## src/rtl/si_pkg.sv

```systemverilog
// Shared types and constants for the invader formation sequencer.
package si_pkg;
    localparam int COLS = 20;
    localparam int LINE_W = 5;
    localparam logic DIR_RIGHT = 1'b0;
    localparam logic DIR_LEFT = 1'b1;

    typedef enum logic [1:0] {IDLE, MARCH, WIN, LOSE} state_t;
endpackage

```

## src/rtl/invader_controller_if.sv

```systemverilog
// Game-side bus of the invader controller: run controls and bullet in, formation and flags out.
interface invader_controller_if;
    import si_pkg::*;

    logic              enable;
    logic              start;
    logic [4:0]        bulletCol;
    logic [LINE_W-1:0] bulletRow;
    logic              bulletFlying;
    logic [COLS-1:0]   invArray;
    logic [LINE_W-1:0] invLine;
    logic              hit;
    logic              win;
    logic              lose;
    logic              dir;

    modport master (
        output enable, start, bulletCol, bulletRow, bulletFlying,
        input  invArray, invLine, hit, win, lose, dir
    );
    modport slave (
        input  enable, start, bulletCol, bulletRow, bulletFlying,
        output invArray, invLine, hit, win, lose, dir
    );
endinterface

```

## src/rtl/inv_step_timer.sv

```systemverilog
// March step timer: counts enabled cycles and pulses step at the end of each period.
// INV_SPEEDUP_EN: shorten the period as the alive count of the formation drops.
module inv_step_timer
    import si_pkg::*;
#(
    parameter int STEP_TICKS = 6000000
) (
    input  logic            dclk,
    input  logic            clr,
    input  logic            run,
    input  logic            clear,
    input  logic [COLS-1:0] alive,
    output logic            step
);
    localparam int CW = $clog2(STEP_TICKS);

    logic [CW-1:0] cnt;
    logic [CW-1:0] last;

`ifdef INV_SPEEDUP_EN
    localparam int AW = $clog2(COLS + 1);
    logic [AW-1:0] n_alive;

    always_comb begin
        n_alive = '0;
        for (int i = 0; i < COLS; i++)
            n_alive = n_alive + AW'(alive[i]);
    end

    always_comb begin
        if (n_alive >= AW'(8))      last = CW'(STEP_TICKS - 1);
        else if (n_alive >= AW'(4)) last = CW'((STEP_TICKS >> 1) - 1);
        else if (n_alive >= AW'(2)) last = CW'((STEP_TICKS >> 2) - 1);
        else                        last = CW'((STEP_TICKS >> 3) - 1);
    end
`else
    logic unused_alive;
    assign unused_alive = ^alive;
    assign last = CW'(STEP_TICKS - 1);
`endif

    // >= so a count left over from a longer period steps at once
    assign step = run && (cnt >= last);

    always_ff @(posedge dclk) begin
        if (!clr || clear) cnt <= '0;
        else if (run)      cnt <= step ? '0 : cnt + CW'(1);
    end
endmodule

```

## src/rtl/invader_controller.sv

```systemverilog
// Invader formation sequencer: march/drop timing, bullet hits, win/lose detection.
// Optional INV_SPEEDUP_EN (in inv_step_timer) speeds the march as invaders die.
module invader_controller
    import si_pkg::*;
#(
    parameter int              STEP_TICKS  = 6000000,
    parameter logic [COLS-1:0] START_ARRAY = 20'b00101010101010101010,
    parameter int              START_LINE  = 4,
    parameter int              LOSE_LINE   = 28
) (
    input  logic                 dclk,
    input  logic                 clr,
    invader_controller_if.slave  bus
);
    state_t            state, state_nx;
    logic [COLS-1:0]   arr, arr_nx, arr_hit, kill;
    logic [LINE_W-1:0] line, line_nx;
    logic              dir_q, dir_nx;
    logic              hit_q, hit_nx;
    logic              lock, lock_nx;
    logic              marching, step, hit_take, edge_bit;
    logic [31:0]       arr_ext;

    assign marching = (state == MARCH);
    assign arr_ext  = 32'(arr);
    assign hit_take = bus.enable && marching && !lock && bus.bulletFlying &&
                      (bus.bulletRow == line) && (int'(bus.bulletCol) < COLS) &&
                      arr_ext[bus.bulletCol];
    assign kill     = COLS'(1) << bus.bulletCol;
    // a kill lands before this edge's shift/drop decision
    assign arr_hit  = hit_take ? (arr & ~kill) : arr;
    assign edge_bit = (dir_q == DIR_RIGHT) ? arr_hit[COLS-1] : arr_hit[0];

    inv_step_timer #(.STEP_TICKS(STEP_TICKS)) u_timer (
        .dclk  (dclk),
        .clr   (clr),
        .run   (bus.enable && marching),
        .clear (bus.enable && !marching),
        .alive (arr),
        .step  (step)
    );

    always_comb begin
        state_nx = state;
        arr_nx   = arr;
        line_nx  = line;
        dir_nx   = dir_q;
        hit_nx   = 1'b0;
        lock_nx  = lock;
        if (bus.enable) begin
            hit_nx = hit_take;
            if (hit_take)               lock_nx = 1'b1;
            else if (!bus.bulletFlying) lock_nx = 1'b0;
            case (state)
                MARCH: begin
                    arr_nx = arr_hit;
                    if (arr == '0) begin
                        state_nx = WIN;
                    end else if (step) begin
                        if (edge_bit) begin
                            line_nx = line + LINE_W'(1);
                            dir_nx  = ~dir_q;
                            if (int'(line) + 1 >= LOSE_LINE) state_nx = LOSE;
                        end else if (dir_q == DIR_RIGHT) begin
                            arr_nx = arr_hit << 1;
                        end else begin
                            arr_nx = arr_hit >> 1;
                        end
                    end
                end
                default: begin
                    if (bus.start) begin
                        arr_nx   = START_ARRAY;
                        line_nx  = LINE_W'(START_LINE);
                        dir_nx   = DIR_RIGHT;
                        state_nx = (START_LINE >= LOSE_LINE) ? LOSE : MARCH;
                    end
                end
            endcase
        end
    end

    always_ff @(posedge dclk) begin
        if (!clr) begin
            state <= IDLE;
            arr   <= START_ARRAY;
            line  <= LINE_W'(START_LINE);
            dir_q <= DIR_RIGHT;
            hit_q <= 1'b0;
            lock  <= 1'b0;
        end else begin
            state <= state_nx;
            arr   <= arr_nx;
            line  <= line_nx;
            dir_q <= dir_nx;
            hit_q <= hit_nx;
            lock  <= lock_nx;
        end
    end

    assign bus.invArray = arr;
    assign bus.invLine  = line;
    assign bus.dir      = dir_q;
    assign bus.hit      = hit_q && bus.enable;
    assign bus.win      = (state == WIN);
    assign bus.lose     = (state == LOSE);
endmodule

```

## src/flat_wrapper.sv

```systemverilog
// flat-port wrapper written by rule: the top's interface ports become plain ports
module invader_controller_flat import si_pkg::*;
#(
    parameter int              STEP_TICKS  = 6000000,
    parameter logic [COLS-1:0] START_ARRAY = 20'b00101010101010101010,
    parameter int              START_LINE  = 4,
    parameter int              LOSE_LINE   = 28
)
  (dclk, clr, bus_enable, bus_start, bus_bulletCol, bus_bulletRow, bus_bulletFlying, bus_invArray, bus_invLine, bus_hit, bus_win, bus_lose, bus_dir);
  invader_controller_if bus_i ();
  input  logic dclk;
  input  logic clr;
  input wire logic [$bits(bus_i.enable)-1:0] bus_enable;
  input wire logic [$bits(bus_i.start)-1:0] bus_start;
  input wire logic [$bits(bus_i.bulletCol)-1:0] bus_bulletCol;
  input wire logic [$bits(bus_i.bulletRow)-1:0] bus_bulletRow;
  input wire logic [$bits(bus_i.bulletFlying)-1:0] bus_bulletFlying;
  output wire logic [$bits(bus_i.invArray)-1:0] bus_invArray;
  output wire logic [$bits(bus_i.invLine)-1:0] bus_invLine;
  output wire logic [$bits(bus_i.hit)-1:0] bus_hit;
  output wire logic [$bits(bus_i.win)-1:0] bus_win;
  output wire logic [$bits(bus_i.lose)-1:0] bus_lose;
  output wire logic [$bits(bus_i.dir)-1:0] bus_dir;
  assign bus_i.enable = bus_enable;
  assign bus_i.start = bus_start;
  assign bus_i.bulletCol = bus_bulletCol;
  assign bus_i.bulletRow = bus_bulletRow;
  assign bus_i.bulletFlying = bus_bulletFlying;
  assign bus_invArray = bus_i.invArray;
  assign bus_invLine = bus_i.invLine;
  assign bus_hit = bus_i.hit;
  assign bus_win = bus_i.win;
  assign bus_lose = bus_i.lose;
  assign bus_dir = bus_i.dir;
  invader_controller #(.STEP_TICKS(STEP_TICKS), .START_ARRAY(START_ARRAY), .START_LINE(START_LINE), .LOSE_LINE(LOSE_LINE)) u_core (.dclk(dclk), .clr(clr), .bus(bus_i));
endmodule
```

## config.mk

```make
export PLATFORM = sky130hd
export DESIGN_NAME = invader_controller_flat
export DESIGN_NICKNAME = d
export VERILOG_FILES = /design/src/rtl/si_pkg.sv /design/src/rtl/invader_controller_if.sv /design/src/rtl/inv_step_timer.sv /design/src/rtl/invader_controller.sv /design/src/flat_wrapper.sv
export SDC_FILE = /design/constraint.sdc
export NUM_CORES = 1
export LEC_CHECK = 0
export ABC_CLOCK_PERIOD_IN_PS = 3300
export CORE_MARGIN = 2
export CORE_UTILIZATION = 55
export CTS_BUF_LIST = sky130_fd_sc_hd__clkbuf_8
export CTS_CLUSTER_SIZE = 40
export DETAILED_ROUTE_END_ITERATION = 10
export HOLD_SLACK_MARGIN = 0.02
export PLACE_DENSITY = 0.8
export SYNTH_ARGS = -nofsm -noshare
export SYNTH_HDL_FRONTEND = slang
export SYNTH_SLANG_ARGS = --single-unit
export TNS_END_PERCENT = 20
```

## constraint.sdc

```tcl
create_clock -name dclk -period 3.3 [get_ports dclk]
set_input_delay 0.99 -clock dclk [delete_from_list [all_inputs] [get_ports dclk]]
set_output_delay 0.99 -clock dclk [all_outputs]
set_load 0.01 [all_outputs]
```

==> impl_metrics.env <==
export IMPL_global_route_usage_met1=0.383
export IMPL_synth_most_common_cell="sky130_fd_sc_hd__dfxtp_1"
export IMPL_critical_path_startpoint_type="input pin"
export IMPL_yosys_cell_types_count=62
export IMPL_dpl_instance_area_um2=3860
export IMPL_unrepaired_setup_endpoints_after_global_routing="false"
export IMPL_gr_usage_all_layers=0.289
export IMPL_holdBufCountCts=0
export IMPL_grt_met2_usage=0.492
export IMPL_global_route_layer_with_the_greatest_usage="met2"
export IMPL_die_y_um=79.0
export IMPL_buffer_ports_inserted=43
export IMPL_dp_hpwl_um=6730
export IMPL_drt_iter0_markers=244
export IMPL_setup_viol_count_final=0
export IMPL_global_route_overflow_total=0
export IMPL_seqCellArea_um2=1060
export IMPL_postSynthNetCount=388
export IMPL_layout_core_utilization=0.722
export IMPL_num_fill_cells=461
export IMPL_clock_insertion_delay_worst_skew_ns=0.31
export IMPL_power_leakage_nw=1.45
export IMPL_critPathCaptureType="primary output"
export IMPL_detail_route_first_pass_iterations=5
export IMPL_netlist_top_cell_by_area="sky130_fd_sc_hd__dfxtp_1"
export IMPL_worst_setup_path_type="input pin to primary output"
export IMPL_timing_setup_tns_ns=0
export IMPL_timing_final_max_slew_violations=0
export IMPL_syn_to_final_growth_pct=27.6
export IMPL_period_utilization_post_route=0.979
export IMPL_average_cell_area_after_synthesis_um2=8.37
export IMPL_reg2regPathDepth=9
export IMPL_worstPathArrival_ns=2.24
export IMPL_critical_path_top_delay_family="buffers and inverters"
export IMPL_multi_input_comb_area_um2=1930
export IMPL_critical_path_slowest_cell="sky130_fd_sc_hd__clkdlybuf4s50_1"
export IMPL_cts_setup_buffers=0
export IMPL_ctsResizeCount=0
export IMPL_syn_cell_area_um2=3100
export IMPL_via_count_of_the_first_global_routing_pass=3001
export IMPL_antenna_cells_inserted=0
export IMPL_hold_path_class="flop to flop"
export IMPL_crit_path_max_incr_delay_ns=0.54
export IMPL_dr_total_vias=3194
export IMPL_grt_first_pass_wirelength_um=14400
export IMPL_critical_path_required_ns=2.31
export IMPL_final_net_count=464
export IMPL_die_area_um2=6250
export IMPL_cts_htree_levels=2
export IMPL_tritoncts_num_buffers=5
export IMPL_share_of_flip_flops_with_an_asynchronous_set_or_reset=0
export IMPL_synth_commonest_cells="sky130_fd_sc_hd__dfxtp_1, sky130_fd_sc_hd__nor2_1, sky130_fd_sc_hd__nand2_1, sky130_fd_sc_hd__o21ai_0, sky130_fd_sc_hd__xor2_1"
export IMPL_place_gp_congestion=0.981
export IMPL_horizontal_die_dimension_um=79.0
export IMPL_grt_antenna_before_repair=0
export IMPL_synth_ff_type="sky130_fd_sc_hd__dfxtp_1"
export IMPL_ios=44
export IMPL_timing_critical_path_fanout_max=4
export IMPL_vdd_ir_drop_worst_uv=208
export IMPL_postSynthRegisterBits=53
export IMPL_tightest_slew_ns=0.730
export IMPL_core_area_um2=5470
export IMPL_ys_seq_area_frac=0.343
export IMPL_outcome="completed"
export IMPL_worst_clock_skew_ns=0.00919
export IMPL_clock_tree_sinks=53
export IMPL_timing_critical_path_buf_inv=2
export IMPL_synth_largest_type_area_fraction=0.343
export IMPL_number_of_flops_mapped_to_enable_cells_by_yosys=0
export IMPL_crit_path_cell_trace="clkdlybuf4s50_1 -> and2_1 -> clkdlybuf4s50_1"
export IMPL_grt_start_max_net_pins=24
export IMPL_final_hold_violation_count=0
export IMPL_most_repeated_library_cell_on_the_critical_path="sky130_fd_sc_hd__clkdlybuf4s50_1"
export IMPL_final_layout_size_suffix_gt1_frac=0.161
export IMPL_drtAntennaViolNets=0
export IMPL_starting_density_of_the_core=0.566
export IMPL_path_clk_slew_ns=0.10
export IMPL_remaining_drc_errors=0
export IMPL_final_area_um2=3950
export IMPL_max_slew_headroom_at_the_worst_pin=0.507
export IMPL_worst_r2r_setup_slack_ns=0.87
export IMPL_drt_vias_per_instance=6.15
export IMPL_crit_cells=3
export IMPL_period_needed_ns=3.23
export IMPL_placementRows=27
export IMPL_pwr_density_cell_nw_per_um2=286
export IMPL_achievable_frequency_mhz=310
export IMPL_clockRootBuffer="sky130_fd_sc_hd__clkbuf_8"
export IMPL_yosys_warnings=0
export IMPL_syn_instance_count=370
export IMPL_hold_depth=2
export IMPL_cts_path_max_buffers=2
export IMPL_global_route_usage_met3=0.0432
export IMPL_routed_wire_length_per_instance_um=17.0
export IMPL_drv_cap=0
export IMPL_cts_tree="yes"
export IMPL_total_routed_wirelength_um=8800
export IMPL_post_synth_main_area_contributors="sky130_fd_sc_hd__dfxtp_1, sky130_fd_sc_hd__nor2_1, sky130_fd_sc_hd__xor2_1"
path summary, 6_finish.rpt:
| path | start | end |
|---|---|---|
| setup / recovery | bus_enable | bus_hit |
| hold / removal | u_core.lock | u_core.lock |
| setup reg to reg | u_core.bus.invLine[1] | u_core.bus.invArray[10] |
| hold reg to reg | u_core.lock | u_core.lock |
sequential cells by signal, indices dropped and copies added (netlist names):
name	flops
u_core.u_timer.cnt	23
u_core.bus.invArray	20
u_core.bus.invLine	5
u_core.state	2
u_core.bus.dir	1
u_core.hit_q	1
u_core.lock	1
area by class of cell:
cell class / count / area share
Clock buffer: 5 / 0.0174
Clock inverter: 3 / 0.00538
Inverter: 10 / 0.00950
Multi-Input combinational cell: 292 / 0.490
Sequential cell: 53 / 0.269
Tap cell: 72 / 0.0228
Timing Repair Buffer: 84 / 0.187
per-stage QoR:
stage	hold slack [ns]	setup slack (ns)	power (mW)	std cells
after floorplan	0.437	0.379	0.707	370
after global routing	0.506	0.0102	1.17	519
after CTS	0.483	0.0676	1.14	519
after detailed placement	0.467	-0.0471	0.757	511
after global placement	0.449	-0.00461	0.757	511
final	0.481	0.0697	1.13	519
cell usage in the layout, fill, tap and decap left out, types with 2 or more instances in the layout:
master | synthesis | routed
sky130_fd_sc_hd__dfxtp_1 | 53 | 53
sky130_fd_sc_hd__and3_1 | 6 | 6
sky130_fd_sc_hd__ha_1 | 3 | 3
sky130_fd_sc_hd__and2_1 | 4 | 4
sky130_fd_sc_hd__o221a_2 | 2 | 2
sky130_fd_sc_hd__mux4_2 | 5 | 5
sky130_fd_sc_hd__nand2b_1 | 3 | 3
sky130_fd_sc_hd__o211ai_1 | 4 | 4
sky130_fd_sc_hd__mux2_2 | 3 | 3
sky130_fd_sc_hd__mux2i_1 | 10 | 10
sky130_fd_sc_hd__nor3_1 | 6 | 6
sky130_fd_sc_hd__buf_4 | 0 | 41
sky130_fd_sc_hd__o21ai_0 | 21 | 21
sky130_fd_sc_hd__xor2_1 | 17 | 17
sky130_fd_sc_hd__and4_1 | 2 | 2
sky130_fd_sc_hd__nor4_1 | 5 | 5
sky130_fd_sc_hd__clkbuf_8 | 0 | 5
sky130_fd_sc_hd__clkdlybuf4s50_1 | 0 | 43
sky130_fd_sc_hd__nand4_2 | 2 | 2
sky130_fd_sc_hd__nand3_1 | 13 | 13
sky130_fd_sc_hd__nand4_1 | 8 | 8
sky130_fd_sc_hd__inv_1 | 9 | 9
sky130_fd_sc_hd__nor2b_1 | 5 | 5
sky130_fd_sc_hd__o21a_1 | 3 | 3
sky130_fd_sc_hd__nor4_2 | 2 | 2
sky130_fd_sc_hd__a21oi_1 | 14 | 14
sky130_fd_sc_hd__a22oi_1 | 9 | 9
sky130_fd_sc_hd__o22ai_1 | 3 | 3
sky130_fd_sc_hd__or2_2 | 3 | 3
sky130_fd_sc_hd__o31ai_1 | 7 | 7
sky130_fd_sc_hd__or4_1 | 2 | 2
sky130_fd_sc_hd__o32ai_1 | 4 | 4
sky130_fd_sc_hd__a31oi_1 | 6 | 6
sky130_fd_sc_hd__a211oi_1 | 3 | 3
sky130_fd_sc_hd__xnor2_1 | 9 | 9
sky130_fd_sc_hd__nor2_1 | 50 | 50
sky130_fd_sc_hd__nand2_1 | 33 | 33
routing by layer:
layer	part of all wire	routed length, um
met1	0.43	3810
met2	0.48	4250
met3	0.066	582
met4	0.019	163
met5	0	0
worst min-delay path: cells and delay by family (launching register included):
kind	cells	cell delay [ns]
flip-flops	1	0.32
AO/OA/AOI/OAI	2	0.12
kinds of logic (layout without fill, tap and decap cells):
logic type / count (synthesis) / count (layout) / synth area share
simple gates: 152 / 152 / 0.250
compound gates: 93 / 93 / 0.210
flops: 53 / 53 / 0.343
xor+xnor: 26 / 26 / 0.0735
buf+inv: 25 / 102 / 0.0327
mux: 18 / 18 / 0.0796
fa+ha+maj: 3 / 3 / 0.0121
where the power goes:
group          internal (mW)  total (mW)  leakage, nW  switching, mW
registers              0.640       0.642        0.427        0.00173
clock network          0.151       0.383       0.0445          0.232
logic                 0.0466       0.103        0.982         0.0565
Power figures use the tool's default switching activity.
==> RTL change (same settings) <==
Set the package constant `LINE_W` to 10 (it was 5).
--- a/src/rtl/si_pkg.sv
+++ b/src/rtl/si_pkg.sv
@@ -1,7 +1,7 @@
 // Shared types and constants for the invader formation sequencer.
 package si_pkg;
     localparam int COLS = 20;
-    localparam int LINE_W = 5;
+    localparam int LINE_W = 10;
     localparam logic DIR_RIGHT = 1'b0;
     localparam logic DIR_LEFT = 1'b1;
 
Ports: changed (resized bus_bulletRow and bus_invLine); port bits go from 44 to 54. The function was not compared with the original's and may differ.
==> RTL change against the original RTL <==
Combinational power rose by 24%. Setup slack worse by 0.0074 ns. Count of clock-buffer cells in the layout rose by 9. Design area up 19%. Wire length grew 20%. Sequential cell count grew 5. Area after synthesis grew 16%. Utilization is 2.3 points higher. Die area is 15% higher. Total power up 39%. Non-clock buffer count grew 16. Critical endpoint unchanged. Largest power group is now clock. Highest routed layer unchanged.
==> RTL change: results (changes against the original RTL) <==
deepest level of the CTS H-tree 3 (+1); Post-Syn Instances 434 (+17%); multi-input gate count 349 (+20%); Yosys cell types 66 (+6.5%); placed cell areas 0.00448 mm2 (+16%); PD cells 333 mW/mm2 (+16%); Max rail drop VDD 0.248 mV (+19%); outcome finished clean; Compound-Gate Fraction of Synth Area 0.192 (-0.0178); largest net degree at the start of global routing 23 (-4.2%); Total Routed Length 10.6 mm (+20%); FF-to-FF Start u_core.u_timer.cnt[12]; vias in the first global route 3646 (+21%); crit-path max FO 6 (+2); Placed Cells 593 (+16%); Synth Area in XOR/XNOR 0.0734 (-0.000134); Non-CTS buffers 100 (+19%); share of cells above drive strength 1 0.169 (+0.00842); Starting DRT DRC Count 324 (+33%); IO Port Bufs 53 (+23%); clock-pin transition on the worst setup and hold timing paths 0.06 ns (-0.04 ns); fmax 309 MHz (-0.23%); Non-Filler Instances 608 (+17%); Die W 84.7 um (+7.1%); Synth area leaders dfxtp_1, nand2_1, nor2_1, xor2_1, xnor2_1; Non-clock buffering overhead 0.191 (+0.00375); R2R cell count 7 (-2); Slew @ Worst Pin 0.745 ns (+0.0152 ns); worst r2r dst u_core.u_timer.cnt[1]; Final #Nets 550 (+19%); final core occ 0.745 (+0.0226); Synth Area in Adders 0.0105 (-0.00164)
## RTL change: cell count changes after synthesis, sizes merged, moves of 5 or more
cell	delta
nand2	+18
a21oi	-5
xnor2	+5
a221oi	+6
mux2	+6
dfxtp	+5
o221ai	+6
a22oi	-7
o31ai	+5
nand3	+8
and2	+5
## RTL change: worst max-delay path, delay by kind of cell
family	cells	cell delay, ns
buffers and inverters	3	1.14
and+or+nand+nor	1	0.12
## RTL change: power by group through the flow
stage	sequential (mW)	clock [mW]	combinational (mW)
finish	0.705	0.731	0.128
global route	0.704	0.772	0.136
CTS	0.705	0.739	0.125
detailed placement	0.720	0	0.125
global placement	0.720	0	0.123
floorplan	0.719	0	0.0618
## RTL change: per-layer routing
metal  routed length [um]  track usage  part of all wire
met2                 5120        0.502              0.49
met4                  190        0.120             0.018
met1                 4520        0.381              0.43
met5                    0            0                 0
met3                  723       0.0403             0.069
